<file path="src/rtl/lea_pkg.sv">
// rtl/lea_pkg.sv - shared widths and FSM state type for the LEA byte scheduler
package lea_pkg;
    localparam int LEA_BLOCK_W = 128;
    localparam int LEA_BYTE_W  = 8;
    localparam int LEA_NBYTES  = 16;
    localparam int LEA_IDX_W   = 4;

    typedef enum logic {
        ST_IDLE = 1'b0,
        ST_SEND = 1'b1
    } lea_state_e;
endpackage

</file>
<file path="src/rtl/lea_byte_scheduler_if.sv">
// rtl/lea_byte_scheduler_if.sv - block-in / byte-out handshake bundle
interface lea_byte_scheduler_if;
    import lea_pkg::*;

    logic                   in_valid;
    logic                   in_ready;
    logic [LEA_BLOCK_W-1:0] in_data;
    logic                   out_valid;
    logic                   out_ready;
    logic [LEA_BYTE_W-1:0]  out_byte;
    logic [LEA_IDX_W-1:0]   out_idx;
    logic                   out_last;
    logic                   busy;

    modport master (
        output in_valid, in_data, out_ready,
        input  in_ready, out_valid, out_byte, out_idx, out_last, busy
    );

    modport slave (
        input  in_valid, in_data, out_ready,
        output in_ready, out_valid, out_byte, out_idx, out_last, busy
    );
endinterface

</file>
<file path="src/rtl/lea_byte_mux.sv">
// rtl/lea_byte_mux.sv - selects one byte of a 128-bit block by index
module lea_byte_mux
    import lea_pkg::*;
#(
    parameter bit LSB_FIRST = 1'b1
) (
    input  logic [LEA_BLOCK_W-1:0] blk,
    input  logic [LEA_IDX_W-1:0]   idx,
    output logic [LEA_BYTE_W-1:0]  byte_o
);
    logic [LEA_IDX_W-1:0] sel;

    // MSB-first order is the same split walked backwards: byte k sits at slot 15-k.
    assign sel    = LSB_FIRST ? idx : ~idx;
    assign byte_o = blk[{sel, 3'b000} +: LEA_BYTE_W];
endmodule

</file>
<file path="src/rtl/lea_byte_scheduler.sv">
// rtl/lea_byte_scheduler.sv - holds one LEA block and streams it out a byte per handshake
module lea_byte_scheduler
    import lea_pkg::*;
#(
    parameter bit LSB_FIRST = 1'b1
) (
    input  logic                 clk,
    input  logic                 rst,
    lea_byte_scheduler_if.slave  bus
);
    lea_state_e             state_q, state_d;
    logic [LEA_IDX_W-1:0]   idx_q, idx_d;
    logic [LEA_BLOCK_W-1:0] hold_q, hold_d;

    logic                   in_ready_c;
    logic                   out_valid_c;
    logic                   out_last_c;
    logic [LEA_BYTE_W-1:0]  mux_byte;

    always_comb begin
        state_d     = state_q;
        idx_d       = idx_q;
        hold_d      = hold_q;
        in_ready_c  = 1'b0;
        out_valid_c = 1'b0;
        out_last_c  = 1'b0;

        case (state_q)
            ST_IDLE: begin
                in_ready_c = 1'b1;
                if (bus.in_valid) begin
                    hold_d  = bus.in_data;
                    idx_d   = '0;
                    state_d = ST_SEND;
                end
            end
            ST_SEND: begin
                out_valid_c = 1'b1;
                out_last_c  = (idx_q == LEA_IDX_W'(LEA_NBYTES - 1));
                // Accepting on the last transfer lets the next block follow with no bubble.
                in_ready_c  = out_last_c && bus.out_ready;
                if (bus.out_ready) begin
                    if (out_last_c) begin
                        idx_d = '0;
                        if (bus.in_valid) begin
                            hold_d = bus.in_data;
                        end else begin
                            state_d = ST_IDLE;
                        end
                    end else begin
                        idx_d = idx_q + LEA_IDX_W'(1);
                    end
                end
            end
            default: begin
                state_d = ST_IDLE;
                idx_d   = '0;
            end
        endcase
    end

    always_ff @(posedge clk) begin
        if (rst) begin
            state_q <= ST_IDLE;
            idx_q   <= '0;
            hold_q  <= '0;
        end else begin
            state_q <= state_d;
            idx_q   <= idx_d;
            hold_q  <= hold_d;
        end
    end

    lea_byte_mux #(
        .LSB_FIRST (LSB_FIRST)
    ) u_mux (
        .blk    (hold_q),
        .idx    (idx_q),
        .byte_o (mux_byte)
    );

    assign bus.in_ready  = in_ready_c;
    assign bus.out_valid = out_valid_c;
    assign bus.out_last  = out_last_c;
    assign bus.out_byte  = mux_byte;
    assign bus.out_idx   = idx_q;
    assign bus.busy      = (state_q == ST_SEND);
endmodule

</file>
<file path="src/flat_wrapper.sv">
// flat-port wrapper written by rule: the top's interface ports become plain ports
module lea_byte_scheduler_flat import lea_pkg::*;
#(
    parameter bit LSB_FIRST = 1'b1
)
  (clk, rst, bus_in_valid, bus_in_data, bus_out_ready, bus_in_ready, bus_out_valid, bus_out_byte, bus_out_idx, bus_out_last, bus_busy);
  lea_byte_scheduler_if bus_i ();
  input  logic clk;
  input  logic rst;
  input wire logic [$bits(bus_i.in_valid)-1:0] bus_in_valid;
  input wire logic [$bits(bus_i.in_data)-1:0] bus_in_data;
  input wire logic [$bits(bus_i.out_ready)-1:0] bus_out_ready;
  output wire logic [$bits(bus_i.in_ready)-1:0] bus_in_ready;
  output wire logic [$bits(bus_i.out_valid)-1:0] bus_out_valid;
  output wire logic [$bits(bus_i.out_byte)-1:0] bus_out_byte;
  output wire logic [$bits(bus_i.out_idx)-1:0] bus_out_idx;
  output wire logic [$bits(bus_i.out_last)-1:0] bus_out_last;
  output wire logic [$bits(bus_i.busy)-1:0] bus_busy;
  assign bus_i.in_valid = bus_in_valid;
  assign bus_i.in_data = bus_in_data;
  assign bus_i.out_ready = bus_out_ready;
  assign bus_in_ready = bus_i.in_ready;
  assign bus_out_valid = bus_i.out_valid;
  assign bus_out_byte = bus_i.out_byte;
  assign bus_out_idx = bus_i.out_idx;
  assign bus_out_last = bus_i.out_last;
  assign bus_busy = bus_i.busy;
  lea_byte_scheduler #(.LSB_FIRST(LSB_FIRST)) u_core (.clk(clk), .rst(rst), .bus(bus_i));
endmodule
</file>
<file path="config.mk">
export PLATFORM = sky130hd
export DESIGN_NAME = lea_byte_scheduler_flat
export DESIGN_NICKNAME = d
export VERILOG_FILES = /design/src/rtl/lea_pkg.sv /design/src/rtl/lea_byte_scheduler_if.sv /design/src/rtl/lea_byte_mux.sv /design/src/rtl/lea_byte_scheduler.sv /design/src/flat_wrapper.sv
export SDC_FILE = /design/constraint.sdc
export NUM_CORES = 1
export LEC_CHECK = 0
export ABC_AREA = 1
export CORE_ASPECT_RATIO = 1.2
export CORE_UTILIZATION = 45
export DETAILED_ROUTE_END_ITERATION = 16
export PLACE_DENSITY = 0.79
export SYNTH_ARGS = -nofsm -noshare
export SYNTH_HDL_FRONTEND = slang
export SYNTH_SLANG_ARGS = --single-unit
</file>
<file path="constraint.sdc">
create_clock -name clk -period 1.5 [get_ports clk]
set_input_delay 0.375 -clock clk [delete_from_list [all_inputs] [get_ports clk]]
set_output_delay 0.375 -clock clk [all_outputs]
set_load 0.05 [all_outputs]
</file>
==> metrics, run 1 <==
DP Area approximately 0.0090 mm²; Die ar. approximately 0.016 mm²; # IOs about 150; Max Slew Vio Count 0; Vias 7320; switching share of total power 28.28%; Comb pwr share roughly a quarter; Slew headroom between 80% and 90%; number of hold violations in the final report 0; Critical Path Source u_core.bus.out_idx[0]$_SDFFE_PP0P_; Routed Wire Length about 21 mm; Syn Nets between 1000 and 1500; Yosys warnings 0; RSZ-0062 raised after global routing yes; Tmin final between 2 and 2.5 ns; most frequent cells in the layout 409 x nand2_1, 242 x nor2_1, 134 x inv_1; Post-DP HPWL between 10 and 15 mm; Post-Layout Cell Count roughly 1600; initial antenna violation count 0; Post-DRT Antenna Nets 0; Cell Area, Synth just under 0.007 mm²; CTS hold repair buffers 0; Wirelength per Cell 13.30 µm; DRT Pass-1 Iters 5; dpl cells approximately 1500; Mapped Avg Cell Area slightly below 6 µm²; WP data required 1.12 ns; worst hold margin around 0.51 ns; htree depth 4; CP max FO 14; Chip Width between 100 and 150 µm; drc violations 0; most common cell after layout, fill and taps aside nand2_1; worst-path cell chain buf_12, inv_12, buf_4, nand2_1, nand3_4, nand2_2, nor2_1, nand2_1, nand2_4, buf_12; Layout area overhead 53.23%; CP Launch Type flop; clk root buf clkbuf_16; n_diodes 0; CTS tree done; final setup margin -0.6892 ns; Total Nets Final around 1500; Max Cap Viol 0; first-pass GRT wire length 32.09 mm; clock power share between 30% and 40%; cts bufs inserted 17; Tightest Pin Transition between 0.2 and 0.3 ns; largest net degree at the start of global routing 33; failing checks setup timing; Placeable Area between 0.01 and 0.015 mm²; Sink Count roughly 130; Crit path largest cell delay 0.37 ns; Cell variety after synth 17; clock skew between 0.01 and 0.015 ns; Pleak ~5.2 nW; min-delay src u_core.hold_q[99]$_SDFFE_PP0P_; CP max-delay cell dfxtp_4; all-layer global routing usage about 27%; Placer Congestion between 0.8 and 0.9; Worst Setup End Kind primary output; Cells after Synth about 1200; fmax between 400 and 500 MHz; Final setup viols 141; Hold WC Path Type reg -> reg; status finished with violations; Peak supply drop between 0.7 and 0.8 mV; starting density of the core a little under half; total power a little over 10 mW; vias per std cell 4.713; Worst-path clk slew around 0.06 ns; initial DRC count between 400 and 500; NetSw 2.855 mW; Seq/Total Area, Yosys approximately two fifths; crit path DAT approximately 1.8 ns; share of layout cells above drive strength 1 17.52%; P_int slightly above 7 mW; vias in the first global route around 6900; Final Cycle Share 145.9%; Site Rows 48; post-route cell area approximately 0.010 mm²; Die H about 140 µm; PortBufs between 100 and 150; pwr dens between 900 and 1000 mW/mm²; RR Startpoint u_core.bus.out_idx[0]$_SDFFE_PP0P_; GRT overflow 0; worst-skew pair later-pin latency 0.43 ns; sequential power share 39.0%; synthesized flop and latch total around 130; Crit Path Class reg -> out; Clock Path Buffers 2
cell families after synthesis:
| group | share of synthesized area (%) |
|---|---|
| AO/OA/AOI/OAI | 0.5182 |
| adder cells (fa/ha/maj) | 0.1851 |
| buffers and inverters | 13.34 |
| flip-flops | 39.39 |
| AND/OR/NAND/NOR | 46.57 |
worst paths after layout:
path,end,slack (ns),depth (start not counted)
max,bus_out_byte[5],-0.69,10
min,u_core.hold_q[99]$_SDFFE_PP0P_,0.51,4
max reg2reg,u_core.hold_q[43]$_SDFFE_PP0P_,-0.56,12
min reg2reg,u_core.hold_q[99]$_SDFFE_PP0P_,0.51,4
flip-flops by register name, indices dropped and copies added, names as in the netlist:
register and cells:
u_core.bus.busy 1, u_core.bus.out_idx 4, u_core.hold_q 128
synthesized netlist by cell type (all sizes together):
| master | number | area [µm²] |
|---|---|---|
| inv | 137 | 514.2 |
| nand2 | 435 | 1633 |
| nand3 | 70 | 360.3 |
| nor2 | 307 | 1155 |
| o21ai | 3 | 15.01 |
| clkbuf | 21 | 78.83 |
| buf | 43 | 294.0 |
| a21oi | 4 | 20.02 |
| ha | 1 | 12.51 |
| dfxtp | 133 | 2663 |
| clkinv | 4 | 15.01 |
power groups by stage:
stage / Combinational [mW] / Clock (mW) / Sequential (mW)
finish: 2.42 / 3.74 / 3.94
global route: 2.65 / 3.90 / 3.96
CTS: 2.36 / 3.75 / 3.94
detailed placement: 2.10 / 0 / 4.01
global placement: 2.07 / 0 / 4.00
floorplan: 1.23 / 0 / 3.99
worst max-delay path, delay by kind of cell, from the launching register on:
family / cells / cell delay [ns]
buf+inv: 4 / 0.49
flops: 1 / 0.37
simple gates: 6 / 0.53
routing by layer:
metal  part of all wire [%]  routed length (µm)  up-vias  GRT usage, %
met3                    4.8                 995       61         5.261
met4                    4.1                 853        0         13.85
met2                     52               10680      228         48.64
li1                       -                   -     3755             -
met5                      0                   0        -             0
met1                     39                8124     3276         29.68
layout make-up:
cell class	count	area (µm²)
sequential	133	2676
timing repair inverter	2	21.27
inverter	141	554.3
clock buffer	25	495.5
fill	1180	4175
timing repair buffer	228	2744
clock inverter	4	23.77
tap	200	250.2
multi-input combinational	820	3593
timing repair:
item                       CTS  global route
resized for setup          102            50
pin swaps                    9            12
setup endpoints to repair  138           141
setup buffers                9             4
cloned                       7             1
stage by stage:
step	util (%)	worst slack (ns)	TNS, ns
finish	71.27	-0.6892	-61.27
global route	71.27	-0.7498	-73.09
CTS	69.94	-0.6598	-54.63
detailed placement	62.04	-0.3501	-35.70
global placement	62.04	-0.3302	-32.35
floorplan	-	-0.1008	-9.691
No activity file was read; power rests on OpenSTA's default activity.
==> run 2: changes to the inputs <==
Settings changed: PLACE_DENSITY 0.79 to 0.76.
Clock period 1.5 ns to 2.8 ns, I/O delays scaled along.
==> metrics, run 2 (synthesis gave the netlist of run 1 again) <==
Hold WC Path Type reg -> reg; pwr dens between 600 and 700 mW/mm²; Wirelength per Cell roughly 12 µm; CP max FO 13; share of layout cells above drive strength 1 approximately 5.2%; CP max-delay cell clkdlybuf4s50_1; CP Launch Type flop; Worst Setup End Kind primary output; GRT overflow 0; Placer Congestion ~0.83; Vias roughly 6800; cts bufs inserted 17; Tmin final roughly 2.7 ns; vias in the first global route 6000; total power around 5.5 mW; Layout area overhead 34.18%; fmax about 370 MHz; DRT Pass-1 Iters 6; Post-DP HPWL 11.98 mm; Crit Path Class reg -> out; all-layer global routing usage a little under a quarter; setup TNS 0 ns; status finished clean; Largest register FFs 128; Total Nets Final between 1000 and 1500; Crit path largest cell delay ~0.95 ns; Final setup viols 0; Most flops, register u_core.hold_q; most common cell after layout, fill and taps aside nand2_1; RSZ-0062 raised after global routing no; Hold Crit Depth 4; vias per std cell approximately 4.5; Final Cycle Share between 90% and 100%; htree depth 4; Critical Path End bus_out_idx[3]; initial DRC count between 500 and 600; CTS tree done; FF-to-FF End u_core.hold_q[55]$_SDFFE_PP0P_; clock skew roughly 0.010 ns; Max Slew Vio Count 0; Pleak 4.681 nW; worst-skew pair later-pin latency approximately 0.42 ns; first-pass GRT wire length roughly 29 mm; crit path DAT 2.01 ns; FF-to-FF setup slack 0.75 ns; clk root buf clkbuf_16; Critical Path Source u_core.bus.out_idx[3]$_SDFFE_PP0P_; Die ar. 0.01552 mm²; Tightest Pin Transition around 0.56 ns; drc violations 0; Worst Path Buf+Inv 1; Max Cap Viol 0; Worst R2R Path Depth 8; RR Startpoint u_core.bus.out_idx[0]$_SDFFE_PP0P_; Die H ~140 µm; PortBufs roughly 150; WP data required ~2.1 ns; Slew headroom 62.29%; Placeable Area about 0.015 mm²; most frequent cells in the layout 435 x nand2_1, 306 x nor2_1, 136 x clkdlybuf4s50_1; initial antenna violation count 0; n_diodes 0; Site Rows between 40 and 50; CP top delay family buffers and inverters; total stage count of the critical path 1; starting density of the core between 40% and 50%; Worst-path clk slew about 0.060 ns; CTS hold repair buffers 0; Chip Width between 100 and 150 µm; # IOs approximately 150; worst-path cell chain clkdlybuf4s50_1; number of hold violations in the final report 0; Post-DRT Antenna Nets 0; largest net degree at the start of global routing around 140; Clock Path Buffers 2; Peak supply drop around 0.37 mV; Sink Count ~130; Routed Wire Length 17.87 mm
## run 2: cell types whose count changed in the layout (fill, tap and decap cells not counted), sizes merged
cell / change
buf: -64
clkbuf: -5
clkdlybuf4s50: +5
bufbuf: -4
bufinv: +4
clkinvlp: +1
## run 2: per-stage QoR
| stage | setup WS (ns) | instances | area (µm²) | utilization (%) | hold slack (ns) |
|---|---|---|---|---|---|
| after floorplan | 0.2616 | 1158 | 6760 | - | 0.4888 |
| after global routing | 0.007518 | 1490 | 9071 | 62.41 | 0.5354 |
| after global placement | 0.2912 | 1455 | 8373 | 57.61 | 0.4988 |
| after detailed placement | 0.3098 | 1455 | 8373 | 57.61 | 0.4988 |
| final | 0.08697 | 1490 | 9071 | 62.41 | 0.5108 |
| after CTS | 0.02595 | 1487 | 9012 | 62.01 | 0.5094 |
## run 2: area by class of cell
cell class / instances / area (µm²)
flip-flops and latches: 133 / 2664
well taps: 200 / 250.2
fillers: 1370 / 5463
repair buffers: 164 / 1772
inverters: 141 / 543.0
clock buffers: 21 / 460.4
clock inverters: 11 / 173.9
multi-input cells: 820 / 3208
## run 2: report_power, final
| group | internal [mW] | switching (mW) | total [mW] |
|---|---|---|---|
| Combinational | 0.450 | 0.573 | 1.02 |
| Sequential | 2.05 | 0.0565 | 2.10 |
| Clock | 1.54 | 0.837 | 2.38 |
## run 2: metal layers
metal | global-route usage [%] | wire length, µm | part of all wire (%)
met5 | 0 | 0 | 0
met4 | 8.009 | 309 | 1.7
met3 | 4.770 | 957 | 5.4
met2 | 40.04 | 8835 | 49
met1 | 29.70 | 7771 | 43
## run 2: worst min path at each step
stage / start / to / slack, ns
after floorplan: u_core.hold_q[100]$_SDFFE_PP0P_ / u_core.hold_q[100]$_SDFFE_PP0P_ / 0.49
after global placement: u_core.hold_q[97]$_SDFFE_PP0P_ / u_core.hold_q[97]$_SDFFE_PP0P_ / 0.50
after detailed placement: u_core.hold_q[106]$_SDFFE_PP0P_ / u_core.hold_q[106]$_SDFFE_PP0P_ / 0.50
after CTS: u_core.hold_q[63]$_SDFFE_PP0P_ / u_core.hold_q[63]$_SDFFE_PP0P_ / 0.51
after global routing: u_core.hold_q[34]$_SDFFE_PP0P_ / u_core.hold_q[34]$_SDFFE_PP0P_ / 0.54
final: u_core.hold_q[106]$_SDFFE_PP0P_ / u_core.hold_q[106]$_SDFFE_PP0P_ / 0.51
## run 2: what timing repair did
action	in CTS	in global routing
pin swaps	0	1
endpoints found under the setup margin	8	8
setup buffers	0	3
gates resized for setup	1	3
cloned	0	0
==> run 3: changes to the inputs <==
Settings changed: ABC_AREA 1 to not set, PLACE_DENSITY 0.76 to 0.78, SLEW_MARGIN set to 10.
==> metrics, run 3 <==
status finished clean; Routed Wire Length ~16 mm; P_int 3.717 mW; Cell Area, Synth just under 0.006 mm²; Sink Count between 100 and 150; Placer Congestion 0.7841; FF-to-FF setup slack 0.74 ns; Hold WC Path Type reg -> reg; CP Launch Type flop; Worst Setup End Kind primary output; Die ar. 0.01338 mm²; Clock Path Buffers 2; Slew headroom between 50 and 60%; worst-skew pair later-pin latency between 0.4 and 0.5 ns; Largest register FFs 128; CTS hold repair buffers 0; Final Cycle Share between 90% and 100%; initial antenna violation count 0; post-synth top area cell dfxtp_1; Peak supply drop between 0.4 and 0.5 mV; clk root buf clkbuf_16; htree depth 4; crit path DAT about 2.1 ns; Chip Width between 100 and 150 µm; Post-synth ARST share 0%; Post-Layout Cell Count between 900 and 1000; total power 4.913 mW; GRT overflow 0; Placeable Area 0.01261 mm²; Final setup viols 0; pwr dens approximately 610 mW/mm²; setup TNS 0 ns; NetSw between 1 and 1.5 mW; Comb pwr share between 10% and 20%; clock skew just under 0.006 ns; share of layout cells above drive strength 1 a little over a tenth; Crit Path Class reg -> out; Seq/Total Area, Yosys roughly 46%; WP data required around 2.1 ns; Total Nets Final 950; first-pass GRT wire length 24.98 mm; post-synth top area share between 40% and 50%; cts bufs inserted 17; Tmin final 2.758 ns; top post-synthesis cells by area dfxtp_1 46%, nand2_1 17%, a21oi_1 11%; dpl cells 961; CTS tree done; most frequent cells in the layout 266 x nand2_1, 134 x clkdlybuf4s50_1, 133 x a21oi_1; drc violations 0; Post-DP HPWL about 11 mm; area of the multi-input gates between 0.002 and 0.003 mm²; vias per std cell about 5.3; RSZ-0062 raised after global routing yes; Post-synth top flop dfxtp_1; layout filler cell count roughly 1100; number of hold violations in the final report 0; Cells after Synth roughly 700; Wirelength per Cell about 16 µm; largest net degree at the start of global routing 75; Yosys warnings 0; all-layer global routing usage around 24%; # IOs ~150; clock power share between 40% and 50%; n_diodes 0; synthesized flop and latch total around 130; initial DRC count roughly 350; Cell variety after synth 28; Mapped Avg Cell Area 8.362 µm²; Max Cap Viol 0; Tightest Pin Transition around 0.60 ns; fmax ~360 MHz; vias in the first global route 5080; number of synthesized flops with an enable pin 0; most numerous cell in the Yosys netlist nand2_1; Worst-path clk slew about 0.060 ns; worst hold margin 0.4517 ns; Reg area approximately 0.0027 mm²; Max Slew Vio Count 0; Most flops, register u_core.hold_q; switching share of total power 24.35%; starting density of the core 46.08%; Die H 126.5 µm; most common cell after layout, fill and taps aside nand2_1; PortBufs about 150; Layout area overhead 38.17%; sequential power share 41.9%; Syn Nets 828; Post-synth top cells 266 x nand2_1, 133 x a21oi_1, 133 x dfxtp_1, 32 x mux2i_1, 19 x buf_6; DRT Pass-1 Iters 5; Pleak slightly below 3 nW; CP max FO 20; Vias around 5200; Site Rows 45; Post-DRT Antenna Nets 0
-- run 3: cell count changes after synthesis, moves of 32 or more --
| cell | before | now |
|---|---|---|
| nor2_1 | 306 | 5 |
| mux2i_1 | 0 | 32 |
| inv_1 | 136 | 2 |
| nand2_1 | 435 | 266 |
| a21oi_1 | 4 | 133 |
| nand3_1 | 68 | 1 |
-- run 3: path summary, 6_finish.rpt --
path                                                          from  depth (start not counted)                             end
worst max-delay path            u_core.bus.out_idx[0]$_SDFFE_PP0P_                          5                 bus_out_byte[3]
worst min-delay path                u_core.hold_q[13]$_SDFFE_PP0P_                          2  u_core.hold_q[13]$_SDFFE_PP0P_
worst max register to register  u_core.bus.out_idx[0]$_SDFFE_PP0P_                          7  u_core.hold_q[95]$_SDFFE_PP0P_
worst min register to register      u_core.hold_q[13]$_SDFFE_PP0P_                          2  u_core.hold_q[13]$_SDFFE_PP0P_
-- run 3: layout make-up --
type                    instances  share of cell area, %
well taps                     164                  2.555
clock inverters                12                  1.589
clock buffers                  20                  5.812
inverters                       2                0.09349
multi-input cells             501                  34.84
repair buffers                162                  21.91
flip-flops and latches        133                  33.20
-- run 3: cells by family (layout without fill, tap and decap cells) --
family	Yosys count	after routing	share of synthesized area, %
DFF	133	133	45.81
AOI/OAI and AO/OA	172	172	16.53
muxes	48	48	11.71
adders and majority gates	1	1	0.2153
buffers and inverters	61	196	7.147
and+or+nand+nor	280	280	18.58
-- run 3: worst max-delay path, stage by stage (launching register included) --
cell and delay (ns):
dfxtp_4 0.38, buf_12 0.20, mux4_2 0.55, a22oi_1 0.17, nand2_1 0.14, buf_12 0.18
-- run 3: power by group through the flow --
stage / logic (mW) / registers (mW) / clock network [mW]
2_1_floorplan: 0.357 / 2.08 / 0
3_3_place_gp: 0.646 / 2.10 / 0
3_5_place_dp: 0.649 / 2.10 / 0
4_1_cts: 0.657 / 2.06 / 2.23
5_1_grt: 0.710 / 2.07 / 2.31
6_report: 0.657 / 2.06 / 2.20
-- run 3: per-layer routing --
metal  track usage (%)  up-vias  wire length, µm
met5                 0        -                0
met4             9.150        0              382
met3             5.036       30              865
met2             40.22      174             7689
met1             30.59     2409             6609
li1                  -     2609                -
-- run 3: what timing repair did --
action / in CTS / in global routing
setup buffers: 1 / 0
resized for setup: 4 / 9
setup endpoints to repair: 8 / 6
pin swaps: 0 / 1
-- run 3: stage by stage --
stage	worst slack (ns)	instance area (µm²)	util [%]
after floorplan	0.06596	5812	-
after global placement	0.2527	7371	58.44
after detailed placement	0.2350	7371	58.44
after CTS	0.02367	7984	63.30
after global routing	-0.02469	8030	63.67
final	0.04170	8030	63.67
